[src/rtl/sub_add_pkg.sv]
// Shared types and constants for the sequential slice adder/subtractor.
package sub_add_pkg;

   // Controller states
   typedef enum logic [1:0] {
      IDLE = 2'd0,
      RUN  = 2'd1,
      DONE = 2'd2
   } state_t;

   // Default datapath geometry
   localparam int unsigned DEF_WIDTH = 32;
   localparam int unsigned DEF_SLICE = 4;

   // Operation encoding of op_sub
   localparam logic OP_ADD = 1'b0;
   localparam logic OP_SUB = 1'b1;

endpackage

[src/rtl/cla_slice.sv]
// Combinational SLICE-bit carry-look-ahead adder slice; holds no state.
module cla_slice #(
   parameter int unsigned SLICE = 4
) (
   input  logic [SLICE-1:0] i_a,
   input  logic [SLICE-1:0] i_b,
   input  logic             i_cin,
   output logic [SLICE-1:0] o_sum,
   output logic             o_cout
);

   logic [SLICE-1:0] w_g;
   logic [SLICE-1:0] w_p;
   logic [SLICE:0]   w_c;
   logic             w_acc;
   logic             w_term;

   assign w_g = i_a & i_b;
   assign w_p = i_a ^ i_b;

   // Each carry is the flat sum of products of generate/propagate terms and cin
   always_comb begin
      w_c    = '0;
      w_acc  = 1'b0;
      w_term = 1'b0;
      w_c[0] = i_cin;
      for (int unsigned i = 0; i < SLICE; i++) begin
         w_acc = i_cin;
         for (int unsigned k = 0; k <= i; k++) begin
            w_acc = w_acc & w_p[k];
         end
         for (int unsigned j = 0; j <= i; j++) begin
            w_term = w_g[j];
            for (int unsigned k = j + 1; k <= i; k++) begin
               w_term = w_term & w_p[k];
            end
            w_acc = w_acc | w_term;
         end
         w_c[i+1] = w_acc;
      end
   end

   assign o_sum  = w_p ^ w_c[SLICE-1:0];
   assign o_cout = w_c[SLICE];

endmodule

[src/rtl/sub_add_seq_ctrl.sv]
// Multi-cycle add/subtract: iterates one CLA slice over the operand,
// least significant slice first, with valid/ready handshakes on both sides.
import sub_add_pkg::*;

module sub_add_seq_ctrl #(
   parameter int unsigned WIDTH = DEF_WIDTH,
   parameter int unsigned SLICE = DEF_SLICE
) (
   input  logic             clk,
   input  logic             rst,
   input  logic             in_valid,
   output logic             in_ready,
   input  logic             op_sub,
   input  logic [WIDTH-1:0] a,
   input  logic [WIDTH-1:0] b,
   output logic             out_valid,
   input  logic             out_ready,
   output logic [WIDTH-1:0] result,
   output logic             cout,
   output logic             ovf,
   output logic             zero
);

   localparam int unsigned NSLICE = WIDTH / SLICE;
   localparam int unsigned CW     = (NSLICE > 1) ? $clog2(NSLICE) : 1;

   state_t           r_state;
   logic [WIDTH-1:0] r_a;
   logic [WIDTH-1:0] r_b;
   logic [WIDTH-1:0] r_result;
   logic             r_carry;
   logic             r_a_sign;
   logic             r_b_sign;
   logic [CW-1:0]    r_cnt;
   logic             r_out_valid;
   logic             r_cout;
   logic             r_ovf;
   logic             r_zero;

   logic [SLICE-1:0] w_sum;
   logic             w_slice_cout;
   logic [WIDTH-1:0] w_b_eff;
   logic [WIDTH-1:0] w_res_next;
   logic             w_accept;
   logic             w_last;

   cla_slice #(.SLICE(SLICE)) u_slice (
      .i_a    (r_a[SLICE-1:0]),
      .i_b    (r_b[SLICE-1:0]),
      .i_cin  (r_carry),
      .o_sum  (w_sum),
      .o_cout (w_slice_cout)
   );

   assign w_b_eff    = (op_sub == OP_SUB) ? ~b : b;
   assign w_res_next = {w_sum, r_result[WIDTH-1:SLICE]};
   assign w_last     = (r_cnt == CW'(NSLICE - 1));
   assign in_ready   = !rst && ((r_state == IDLE) || ((r_state == DONE) && out_ready));
   assign w_accept   = in_valid && in_ready;

   // Sequencer FSM: operand/result shifting, carry chaining, flags and handshakes
   always_ff @(posedge clk or posedge rst) begin
      if (rst) begin
         r_state     <= IDLE;
         r_a         <= '0;
         r_b         <= '0;
         r_result    <= '0;
         r_carry     <= 1'b0;
         r_a_sign    <= 1'b0;
         r_b_sign    <= 1'b0;
         r_cnt       <= '0;
         r_out_valid <= 1'b0;
         r_cout      <= 1'b0;
         r_ovf       <= 1'b0;
         r_zero      <= 1'b0;
      end else begin
         case (r_state)
            RUN: begin
               r_a      <= r_a >> SLICE;
               r_b      <= r_b >> SLICE;
               r_carry  <= w_slice_cout;
               r_result <= w_res_next;
               r_cnt    <= r_cnt + 1'b1;
               if (w_last) begin
                  r_cout      <= w_slice_cout;
                  r_ovf       <= (r_a_sign == r_b_sign) && (w_res_next[WIDTH-1] != r_a_sign);
                  r_zero      <= (w_res_next == '0);
                  r_out_valid <= 1'b1;
                  r_state     <= DONE;
               end
            end
            DONE: begin
               if (out_ready) begin
                  r_out_valid <= 1'b0;
                  r_state     <= IDLE;
               end
            end
            default: r_state <= IDLE;
         endcase
         // Accept is shared by IDLE and DONE; placed last so a same-edge
         // accept in DONE overrides the return to IDLE (no bubble).
         if (w_accept) begin
            r_a      <= a;
            r_b      <= w_b_eff;
            r_carry  <= op_sub;
            r_a_sign <= a[WIDTH-1];
            r_b_sign <= w_b_eff[WIDTH-1];
            r_cnt    <= '0;
            r_state  <= RUN;
         end
      end
   end

   assign out_valid = r_out_valid;
   assign result    = r_result;
   assign cout      = r_cout;
   assign ovf       = r_ovf;
   assign zero      = r_zero;

endmodule

[config.mk]
export PLATFORM = sky130hd
export DESIGN_NAME = sub_add_seq_ctrl
export DESIGN_NICKNAME = d
export VERILOG_FILES = /design/src/rtl/sub_add_pkg.sv /design/src/rtl/cla_slice.sv /design/src/rtl/sub_add_seq_ctrl.sv
export SDC_FILE = /design/constraint.sdc
export NUM_CORES = 1
export LEC_CHECK = 0
export ABC_AREA = 1
export ABC_CLOCK_PERIOD_IN_PS = 4000
export BUFFER_PORTS_ARGS = -buffer_cell sky130_fd_sc_hd__buf_2
export CORE_UTILIZATION = 50
export DETAILED_ROUTE_END_ITERATION = 6
export PLACE_DENSITY = 0.85
export RECOVER_POWER = 100
export SYNTH_ARGS = -nofsm -noshare
export SYNTH_HDL_FRONTEND = slang
export SYNTH_HIERARCHICAL = 1
export SYNTH_SLANG_ARGS = --single-unit
export TNS_END_PERCENT = 1
[constraint.sdc]
create_clock -name clk -period 4 [get_ports clk]
set_clock_uncertainty 0.15 [all_clocks]
set_input_delay 1 -clock clk [delete_from_list [all_inputs] [get_ports clk]]
set_output_delay 1 -clock clk [all_outputs]
set_load 0.005 [all_outputs]
# Yosys cells after proc, flatten, opt, wreduce, memory -nomap -nowiden
# Index checks and enable logic that the tools add are counted.
[op_classes] magnitude_cmp=0 n_mux=16 n_bitwise=24 shifts=0 n_addsub=1 multipliers=0 n_reduce_logical=13 eq_ne=9 n_div=0
[ops] op="32-bit 2-to-1 mux" count=5
[ops] op="32-bit logical NOT" count=1
[ops] op="32-bit inverter" count=1
[ops] op="1-bit bitwise AND" count=10
[ops] op="1-bit bitwise OR" count=10
[ops] op="4-bit XOR" count=2
[ops] op="2-bit 2-to-1 mux" count=3
[ops] op="3-bit 2-to-1 mux" count=2
[ops] op="3-bit != test (second input constant)" count=2
[ops] op="4-bit bitwise AND" count=1
[ops] op="1-bit logical AND" count=4
[ops] op="1-bit 2-to-1 mux" count=4
[ops] op="2-bit != test (second input constant)" count=2
[ops] op="2-bit one-hot mux with 2 select lines" count=1
[ops] op="2-bit AND reduction" count=2
[ops] op="2-bit nonzero test" count=2
[ops] op="3-bit by 1-bit adder with 3-bit output (second input constant)" count=1
[ops] op="3-bit == test (second input constant)" count=1
[ops] op="3-bit AND reduction" count=1
[ops] op="2-bit by 1-bit == test with 1-bit output (second input constant)" count=1
[ops] op="2-bit == test (second input constant)" count=1
[ops] op="2-bit logical NOT" count=1
[ops] op="1-bit one-hot mux with 2 select lines" count=1
[ops] op="1-bit == test" count=1
[ops] op="other kinds (3)" count=3
[totals] mem_bits_rw=0 reg_bits=108 latchBits=0 memories=0 wordCells=75 output_inout_bits=37 mem_bits_ro=0

# Logic depth before layout (Yosys ltp)
# Gate-level depths: netlist of run 1.
[logic_depth] ltp_word=11 ltp_mapped=14

# Cells and area by module
# The synthesis of run 1 kept the hierarchy.
[by_module_without_submodules] mod="sub_add_seq_ctrl" cells_per_inst=616 n_inst=1 area_per_inst_um2=5079.9 seq_area_each_um2=2702.6
[by_module_without_submodules] mod="cla_slice" cells_per_inst=25 n_inst=1 area_per_inst_um2=176.4 seq_area_each_um2=0.0

# Least setup slack after synthesis of run 1
# No wires, ideal clock.
[synth_path] path_kind="in2out" from="input port out_ready" to="output port in_ready" path_stages=4 path_slack_ns=1.597 n_path_buf=0 arrival_ns=1.253 cell_sequence="inv_1 > nand2_1 > nand2_1 > inv_1"
[synth_via] elab_chain_cells=3
[synth_lines] element="from (decl)" line="sub_add_seq_ctrl.sv:17" text="input logic out_ready,"
[synth_lines] element="1-bit logical AND" line="sub_add_seq_ctrl.sv:58" text="assign in_ready = !rst && ((r_state == IDLE) || ((r_state == DONE) && out_ready));"
[synth_lines] element="1-bit logical OR" line="sub_add_seq_ctrl.sv:58"
[synth_lines] element="1-bit logical AND" line="sub_add_seq_ctrl.sv:58"
[synth_lines] element="to (decl)" line="sub_add_seq_ctrl.sv:12" text="output logic in_ready,"
# Every way passes these cells.

# Worst setup path after layout of run 1
[layout_path] from="input port out_ready" to="register r_b[4]"
[layout_via] elab_chain_cells=5 word_cells_on_any_way=6
[layout_lines] element="1-bit logical AND *" line="sub_add_seq_ctrl.sv:58"
[layout_lines] element="1-bit logical OR *" line="sub_add_seq_ctrl.sv:58"
[layout_lines] element="1-bit logical AND *" line="sub_add_seq_ctrl.sv:58"
[layout_lines] element="1-bit logical AND *" line="sub_add_seq_ctrl.sv:59" text="assign w_accept = in_valid && in_ready;"
[layout_lines] element="32-bit 2-to-1 mux or 2-bit nonzero test (tied branches)"
[layout_lines] element="to (signal assigned)" line="sub_add_seq_ctrl.sv:80" text="r_b <= r_b >> SLICE;"
[layout_lines] element="to (signal assigned)" line="sub_add_seq_ctrl.sv:104" text="r_b <= w_b_eff;"
[layout_lines] element="to (decl)" line="sub_add_seq_ctrl.sv:29" text="logic [WIDTH-1:0] r_b;"
# Every way passes the cells marked *; elsewhere a longest branch is shown, timed or not.
# A chain may end at the register's enable or synchronous reset.

==> load_flow_metrics.sql, run 1 <==
INSERT INTO impl_metrics (metric_group, metric, value, unit) VALUES
('outcome', 'status', 'finished with violations', ''),
('outcome', 'failing_checks', 'capacitance limit, slew limit', ''),
('setup_path', 'r2r_slack', '1.09', 'ns'),
('clock_tree', 'cts-hold-fix-buffers', '0', ''),
('min_path', 'timing.hold.worst_path_depth', '1', ''),
('floorplanning', 'io_pins', '106', ''),
('finish', 'area.growth.synth_to_final', '13.8', '%'),
('finish', 'fillCellCount', '964', ''),
('synth', 'edff_count_synth', '0', ''),
('clock_tree', 'clk_root_buffer_cell', 'sky130_fd_sc_hd__clkbuf_8', ''),
('synth', 'netlist_area', '0.00526', 'mm²'),
('floorplanning', 'floorplan.initialDensity', '0.511', ''),
('global_routing', 'busiest_layer', 'met2', ''),
('sta', 'timing.final.crit_period', '2.91', 'ns'),
('synth', 'yosysWarnings', '6', ''),
('clock_tree', 'cts_buffer_depth', '2', ''),
('sta', 'finalSetupViolCount', '0', ''),
('global_routing', 'grt_util_all_layers', '0.207', ''),
('global_routing', 'groute.layer.met2.usage', '0.337', ''),
('floorplanning', 'die-height', '105', 'µm'),
('synth', 'async_reset_ff_frac', '1.00', ''),
('synth', 'synth_top_cells_by_area', 'sky130_fd_sc_hd__dfrtp_1, sky130_fd_sc_hd__nand2_1, sky130_fd_sc_hd__nand3_1', ''),
('place', 'placedInstanceArea', '0.00581', 'mm²'),
('synth', 'dominantRegCellSynth', 'sky130_fd_sc_hd__dfrtp_1', ''),
('synth', 'post_synth.cell_area_avg', '8.20', 'µm²'),
('clock_tree', 'cts_resized', '0', ''),
('synth', 'synth_fa_ha_area_frac', '0.0205', ''),
('routing', 'routed-via-count', '4345', ''),
('synth', 'synth_most_common_cell', 'sky130_fd_sc_hd__nand2_1', ''),
('routing', 'detail_route.vias_per_cell', '5.02', ''),
('floorplanning', 'core', '0.0103', 'mm²'),
('clock_tree', 'numCtsBuffers', '9', ''),
('finish', 'num-nets-final', '802', ''),
('sta', 'maxSlewHeadroom', '-0.648', ''),
('floorplanning', 'die_x', '105', 'µm'),
('job', 'maxCapViolCount', '4', ''),
('place', 'hpwl', '7.31', 'mm'),
('global_routing', 'grt_first_pass_wirelength', '18.4', 'mm'),
('sta', 'setup_repair_after_global_routing_missed_its_margin', 'false', ''),
('synth', 'post_synth_and_or_nand_nor_area_fraction', '0.241', ''),
('place', 'gpl.final_weighted_congestion', '0.785', ''),
('finish', 'seqCellArea', '0.00270', 'mm²'),
('setup_path', 'data_arrival_time_of_the_critical_path', '2.99', 'ns'),
('setup_path', 'setup.worst_path.class', 'in -> reg', ''),
('power', 'seq_power_share', '0.427', ''),
('routing', 'drcViolationCount', '0', ''),
('power', 'power.net_switching', '0.00174', 'W'),
('finish', 'combined_area_of_the_multi_input_logic_cells', '0.00213', 'mm²'),
('power', 'power_frac_clock', '0.171', ''),
('synth', 'yosys-top-cells-count', 'sky130_fd_sc_hd__nand2_1, sky130_fd_sc_hd__dfrtp_1, sky130_fd_sc_hd__nand3_1, sky130_fd_sc_hd__o21ai_0, sky130_fd_sc_hd__inv_1', ''),
('synth', 'yosys.area.top_type_share', '0.514', ''),
('clock_tree', 'postCtsSetupBuffers', '0', ''),
('setup_path', 'critPathRequiredTime', '4.08', 'ns'),
('global_routing', 'grt_max_degree', '97', ''),
('sta', 'achievable-frequency', '344', 'MHz'),
('synth', 'synth.net_count', '718', ''),
('routing', 'detailedRoute.firstPassIterationCount', '4', ''),
('setup_path', 'crit-reg2reg-capture', 'r_b[23]', ''),
('synth', 'synth_top_cell_by_area', 'sky130_fd_sc_hd__dfrtp_1', ''),
('power', 'power.combinational.fraction', '0.402', ''),
('setup_path', 'cp_max_fo', '96', ''),
('global_routing', 'grt_use_met3', '0.0306', ''),
('min_path', 'worst_hold_path.endpoint', 'ovf', ''),
('setup_path', 'end_kind', 'flop', ''),
('clock_tree', 'cts.sink_count', '108', ''),
('synth', 'ys_seq_elements', '108', ''),
('finish', 'stdcell_area', '0.00598', 'mm²'),
('synth', 'sequential_fraction_of_the_synthesis_area', '0.514', ''),
('global_routing', 'number_of_antenna_violations_at_the_first_check_in_global_routing', '0', ''),
('sta', 'maxSlewViolCount', '228', ''),
('routing', 'detail_route.wl_per_cell', '12.6', 'µm');
==> cell families (layout without fill, tap and decap cells) <==
group	count (synthesis)	in the layout
xor+xnor	35	35
buf+inv	96	185
mux	1	1
compound gates	87	87
flops	108	108
fa+ha+maj	8	8
simple gates	306	306
==> metrics by stage <==
step | power, W | cells | worst slack, ns | hold slack [ns]
2_1_floorplan | 0.00309 | 641 | 0.00440 | 0.316
6_report | 0.00421 | 866 | 1.09 | 0.334
3_3_place_gp | 0.00350 | 850 | 1.32 | 0.305
5_1_grt | 0.00459 | 866 | 0.793 | 0.379
3_5_place_dp | 0.00357 | 850 | 1.28 | 0.311
4_1_cts | 0.00429 | 866 | 1.35 | 0.334
==> critical path: stages <==
cell,delay (ns)
sky130_fd_sc_hd__clkbuf_1,0.10
sky130_fd_sc_hd__inv_1,0.07
sky130_fd_sc_hd__nand2_1,0.05
sky130_fd_sc_hd__nand2_1,0.09
sky130_fd_sc_hd__nor2_4,0.10
sky130_fd_sc_hd__clkbuf_2,1.14
sky130_fd_sc_hd__nand2_1,0.14
sky130_fd_sc_hd__o21ai_0,0.14
sky130_fd_sc_hd__o21ai_0,0.13
==> state kept, by name, indices dropped and copies added (netlist names) <==
signal     cells
r_a           32
r_b           32
result        32
r_cnt          3
r_state        2
cout           1
out_valid      1
ovf            1
r_a_sign       1
r_b_sign       1
r_carry        1
zero           1
==> layout by cell type, fill, tap and decap left out, types with 10 or more instances in the layout <==
cell / netlist / layout
sky130_fd_sc_hd__buf_2: 19 / 87
sky130_fd_sc_hd__clkbuf_1: 6 / 20
sky130_fd_sc_hd__clkbuf_8: 0 / 10
sky130_fd_sc_hd__dfrtp_1: 108 / 108
sky130_fd_sc_hd__inv_1: 58 / 58
sky130_fd_sc_hd__nand2_1: 181 / 181
sky130_fd_sc_hd__nand3_1: 73 / 74
sky130_fd_sc_hd__nor2_1: 44 / 44
sky130_fd_sc_hd__o21ai_0: 59 / 84
sky130_fd_sc_hd__xnor2_1: 28 / 28
==> area by class of cell <==
type	count	area share
repair buffers	110	0.0903
flip-flops and latches	108	0.452
clock buffers	10	0.0230
inverters	59	0.0372
well taps	136	0.0284
multi-input cells	437	0.356
clock inverters	6	0.0130
==> metal layers <==
metal,share of wire,vias up
met5,0,-
met1,0.47,2048
li1,-,2181
met3,0.045,10
met2,0.47,106
met4,0.0097,0
==> worst max path at each step <==
stage,startpoint,endpoint,cells past startpoint
final,out_ready,r_b[4],9
after global routing,out_ready,r_b[16],9
after CTS,out_ready,in_ready,6
after detailed placement,rst,r_b[4],8
after global placement,rst,r_b[0],8
after floorplan,rst,cout,1
==> power by group through the flow <==
stage               logic [W]  clock network, W  registers (W)
floorplan             0.00132                 0        0.00178
global placement      0.00170                 0        0.00180
detailed placement    0.00176                 0        0.00182
CTS                   0.00177          0.000726        0.00180
global route          0.00197          0.000769        0.00186
finish                0.00169          0.000718        0.00180
(Power assumes the default switching activity.)
==> inputs of run 2 (changes only) <==
Settings changed: ABC_CLOCK_PERIOD_IN_PS 4000 to 2940, CORE_UTILIZATION 50 to 55, PLACE_DENSITY 0.85 to 0.88.
Clock period 4 ns to 2.94 ns, I/O delays scaled along.
==> run 2 against run 1 <==
The flow now finishes without violations; utilization up 6.9 points; via count rose by 4.8%; total power increased by 37%; hold slack improved by 0.0017 ns; critical path depth shrank 1; setup slack got worse by 0.56 ns; cell area up 0.61%; cell count unchanged; sequential share of layout area is 0.27 points lower; sequential cell count stayed put; routed wire length up 3.4%; critical path type unchanged; largest power group unchanged.
==> load_flow_metrics.sql, run 2 (synthesis results as in run 1) <==
INSERT INTO impl_metrics (metric_group, metric, value, unit) VALUES
('outcome', 'status', 'complete, no violations', ''),
('routing', 'antenna_violating_nets_post_route', '0', ''),
('power', 'cellLeakagePower', '3.03', 'nW'),
('setup_path', 'setup.worst_path.class', 'in -> reg', ''),
('clock_tree', 'worstSkewPairLatency', '0.37', 'ns'),
('job', 'maxCapViolCount', '0', ''),
('sta', 'post-route-period-util', '0.821', ''),
('min_path', 'hold_class', 'reg -> reg', ''),
('finish', 'num-nets-final', '809', ''),
('routing', 'dr.first_iter.drc_count', '231', ''),
('finish', 'mostFrequentLayoutCells', 'sky130_fd_sc_hd__nand2_1, sky130_fd_sc_hd__dfrtp_1, sky130_fd_sc_hd__buf_2', ''),
('floorplanning', 'io_pins', '106', ''),
('sta', 'finalSetupTns', '0', 'ns'),
('setup_path', 'critical-path-top-cell-by-count', 'sky130_fd_sc_hd__nand2_1', ''),
('clock_tree', 'numCtsBuffers', '9', ''),
('finish', 'layout.cells.most_common', 'sky130_fd_sc_hd__nand2_1', ''),
('power', 'power.combinational.fraction', '0.415', ''),
('clock_tree', 'cts_buffer_depth', '2', ''),
('power', 'seq_power_share', '0.427', ''),
('finish', 'combined_area_of_the_multi_input_logic_cells', '0.00212', 'mm²'),
('finish', 'area.growth.synth_to_final', '14.5', '%'),
('global_routing', 'grt_util_all_layers', '0.240', ''),
('floorplanning', 'floorplan.initialDensity', '0.569', ''),
('setup_path', 'critPathRequiredTime', '2.98', 'ns'),
('place', 'hpwl', '7.99', 'mm'),
('sta', 'timing.final.crit_period', '2.41', 'ns'),
('clock_tree', 'clock_tree.htree_level_count', '3', ''),
('clock_tree', 'clkSlewWorstSetupHoldPaths', '0.11', 'ns'),
('setup_path', 'critical_path.n_buffers_inverters', '4', ''),
('floorplanning', 'die-height', '99.8', 'µm'),
('sta', 'worst_hold_slack', '0.336', 'ns'),
('finish', 'antenna_cells_inserted', '0', ''),
('routing', 'drt-total-wl', '11.3', 'mm'),
('setup_path', 'cp.depth', '8', ''),
('setup_path', 'critical_path_cell_list', 'buf_2, inv_1, nand2_1, nand2_1, nor2_1, inv_2, clkbuf_1, o21ai_0', ''),
('power', 'power.net_switching', '0.00241', 'W'),
('setup_path', 'cp_max_fo', '29', ''),
('sta', 'achievable-frequency', '415', 'MHz'),
('setup_path', 'data_arrival_time_of_the_critical_path', '2.45', 'ns'),
('sta', 'setup_repair_after_global_routing_missed_its_margin', 'false', ''),
('power', 'switching_share', '0.416', ''),
('global_routing', 'grt_first_pass_wirelength', '19.0', 'mm'),
('clock_tree', 'cts_tree', 'yes', ''),
('routing', 'detail_route.vias_per_cell', '5.26', ''),
('place', 'gpl.final_weighted_congestion', '0.830', ''),
('power', 'vdd_ir_drop_max', '0.000381', 'V'),
('finish', 'seqCellArea', '0.00270', 'mm²'),
('setup_path', 'type_of_element_launching_the_critical_path', 'input pin', ''),
('power', 'power_per_cell_area', '961', 'mW/mm²'),
('power', 'power_frac_clock', '0.158', ''),
('routing', 'detail_route.wl_per_cell', '13.0', 'µm'),
('clock_tree', 'postCtsSetupBuffers', '0', ''),
('setup_path', 'worst_r2r_path_depth', '6', ''),
('floorplanning', 'core', '0.00924', 'mm²'),
('sta', 'hold_violations', '0', ''),
('sta', 'finalSetupViolCount', '0', ''),
('clock_tree', 'clk_root_buffer_cell', 'sky130_fd_sc_hd__clkbuf_8', ''),
('sta', 'maxSlewHeadroom', '0.163', ''),
('routing', 'drcViolationCount', '0', ''),
('global_routing', 'number_of_antenna_violations_at_the_first_check_in_global_routing', '0', ''),
('floorplanning', 'die_area', '0.00995', 'mm²'),
('power', 'report.power.total', '0.00579', 'W'),
('min_path', 'timing.hold.worst_path_depth', '1', ''),
('global_routing', 'grt-ovfl-total', '0', ''),
('setup_path', 'end_kind', 'flop', ''),
('floorplanning', 'die_x', '99.8', 'µm'),
('global_routing', 'first_global_vias', '4298', ''),
('finish', 'finish.utilization', '0.651', ''),
('routing', 'detailedRoute.firstPassIterationCount', '5', ''),
('setup_path', 'cp_slowest_cell', 'sky130_fd_sc_hd__clkbuf_1', ''),
('sta', 'worst_margin_slew', '1.25', 'ns'),
('place', 'placement.io_buffers', '105', ''),
('clock_tree', 'cts-hold-fix-buffers', '0', ''),
('clock_tree', 'cts_resized', '0', ''),
('routing', 'routed-via-count', '4554', ''),
('setup_path', 'slowest_delay', '0.94', 'ns'),
('finish', 'drive_above_1_share', '0.167', ''),
('clock_tree', 'cts.sink_count', '108', ''),
('power', 'cellInternalPower', '0.00338', 'W'),
('finish', 'fillCellCount', '765', ''),
('sta', 'maxSlewViolCount', '0', ''),
('global_routing', 'grt_max_degree', '61', ''),
('floorplanning', 'floorplan.rows', '35', ''),
('setup_path', 'worst_path_dominant_cell_family', 'buffers and inverters', '');
-- run 2: changes by cell type in the layout (fill, tap and decap cells not counted), moves of 2 or more --
| cell | before | now |
|---|---|---|
| sky130_fd_sc_hd__clkbuf_1 | 20 | 15 |
| sky130_fd_sc_hd__buf_2 | 87 | 93 |
| sky130_fd_sc_hd__buf_4 | 0 | 5 |
| sky130_fd_sc_hd__clkinv_2 | 0 | 2 |
| sky130_fd_sc_hd__clkinv_4 | 0 | 2 |
| sky130_fd_sc_hd__inv_8 | 2 | 0 |
-- run 2: power groups by stage --
| stage | Sequential, W | Combinational [W] | Clock [W] |
|---|---|---|---|
| 2_1_floorplan | 0.00242 | 0.00179 | 0 |
| 3_3_place_gp | 0.00245 | 0.00232 | 0 |
| 3_5_place_dp | 0.00249 | 0.00245 | 0 |
| 4_1_cts | 0.00246 | 0.00247 | 0.000932 |
| 5_1_grt | 0.00253 | 0.00276 | 0.000993 |
| 6_report | 0.00247 | 0.00240 | 0.000917 |
-- run 2: stage by stage --
| step | instances | setup slack, ns | area (µm²) |
|---|---|---|---|
| final | 866 | 0.527 | 6020 |
| after global routing | 866 | 0.331 | 6020 |
| after floorplan | 641 | 0.753 | 5260 |
| after CTS | 866 | 0.817 | 6080 |
| after global placement | 850 | 0.738 | 5880 |
| after detailed placement | 850 | 0.725 | 5880 |
-- run 2: area by class of cell --
type,count,share of cell area
Tap cell,129,0.0268
Inverter,59,0.0370
Sequential cell,108,0.449
Clock inverter,7,0.0125
Timing Repair Buffer,117,0.101
Multi-Input combinational cell,437,0.353
Clock buffer,9,0.0206
-- run 2: worst reg2reg max path, delay by kind of cell (launching register included) --
| family | cells | cell delay, ns |
|---|---|---|
| AOI/OAI and AO/OA | 1 | 0.22 |
| buffers and inverters | 2 | 1.13 |
| DFF | 1 | 0.46 |
| and+or+nand+nor | 3 | 0.25 |
-- run 2: worst paths after layout --
check	from	to	slack (ns)
setup / recovery	out_ready	r_state[0]	0.53
max in group asynchronous	rst	result[25]	0.89
min in group asynchronous	rst	r_b[6]	0.47
hold / removal	ovf	ovf	0.34
setup reg to reg	r_state[0]	r_state[0]	0.56
hold reg to reg	ovf	ovf	0.34
-- run 2: metal layers --
metal | wire, µm | global-route usage | vias to the layer above
met2 | 5630 | 0.414 | 144
met4 | 323 | 0.113 | 0
met3 | 546 | 0.0295 | 35
li1 | - | - | 2201
met1 | 4800 | 0.302 | 2174
met5 | 0 | 0 | -
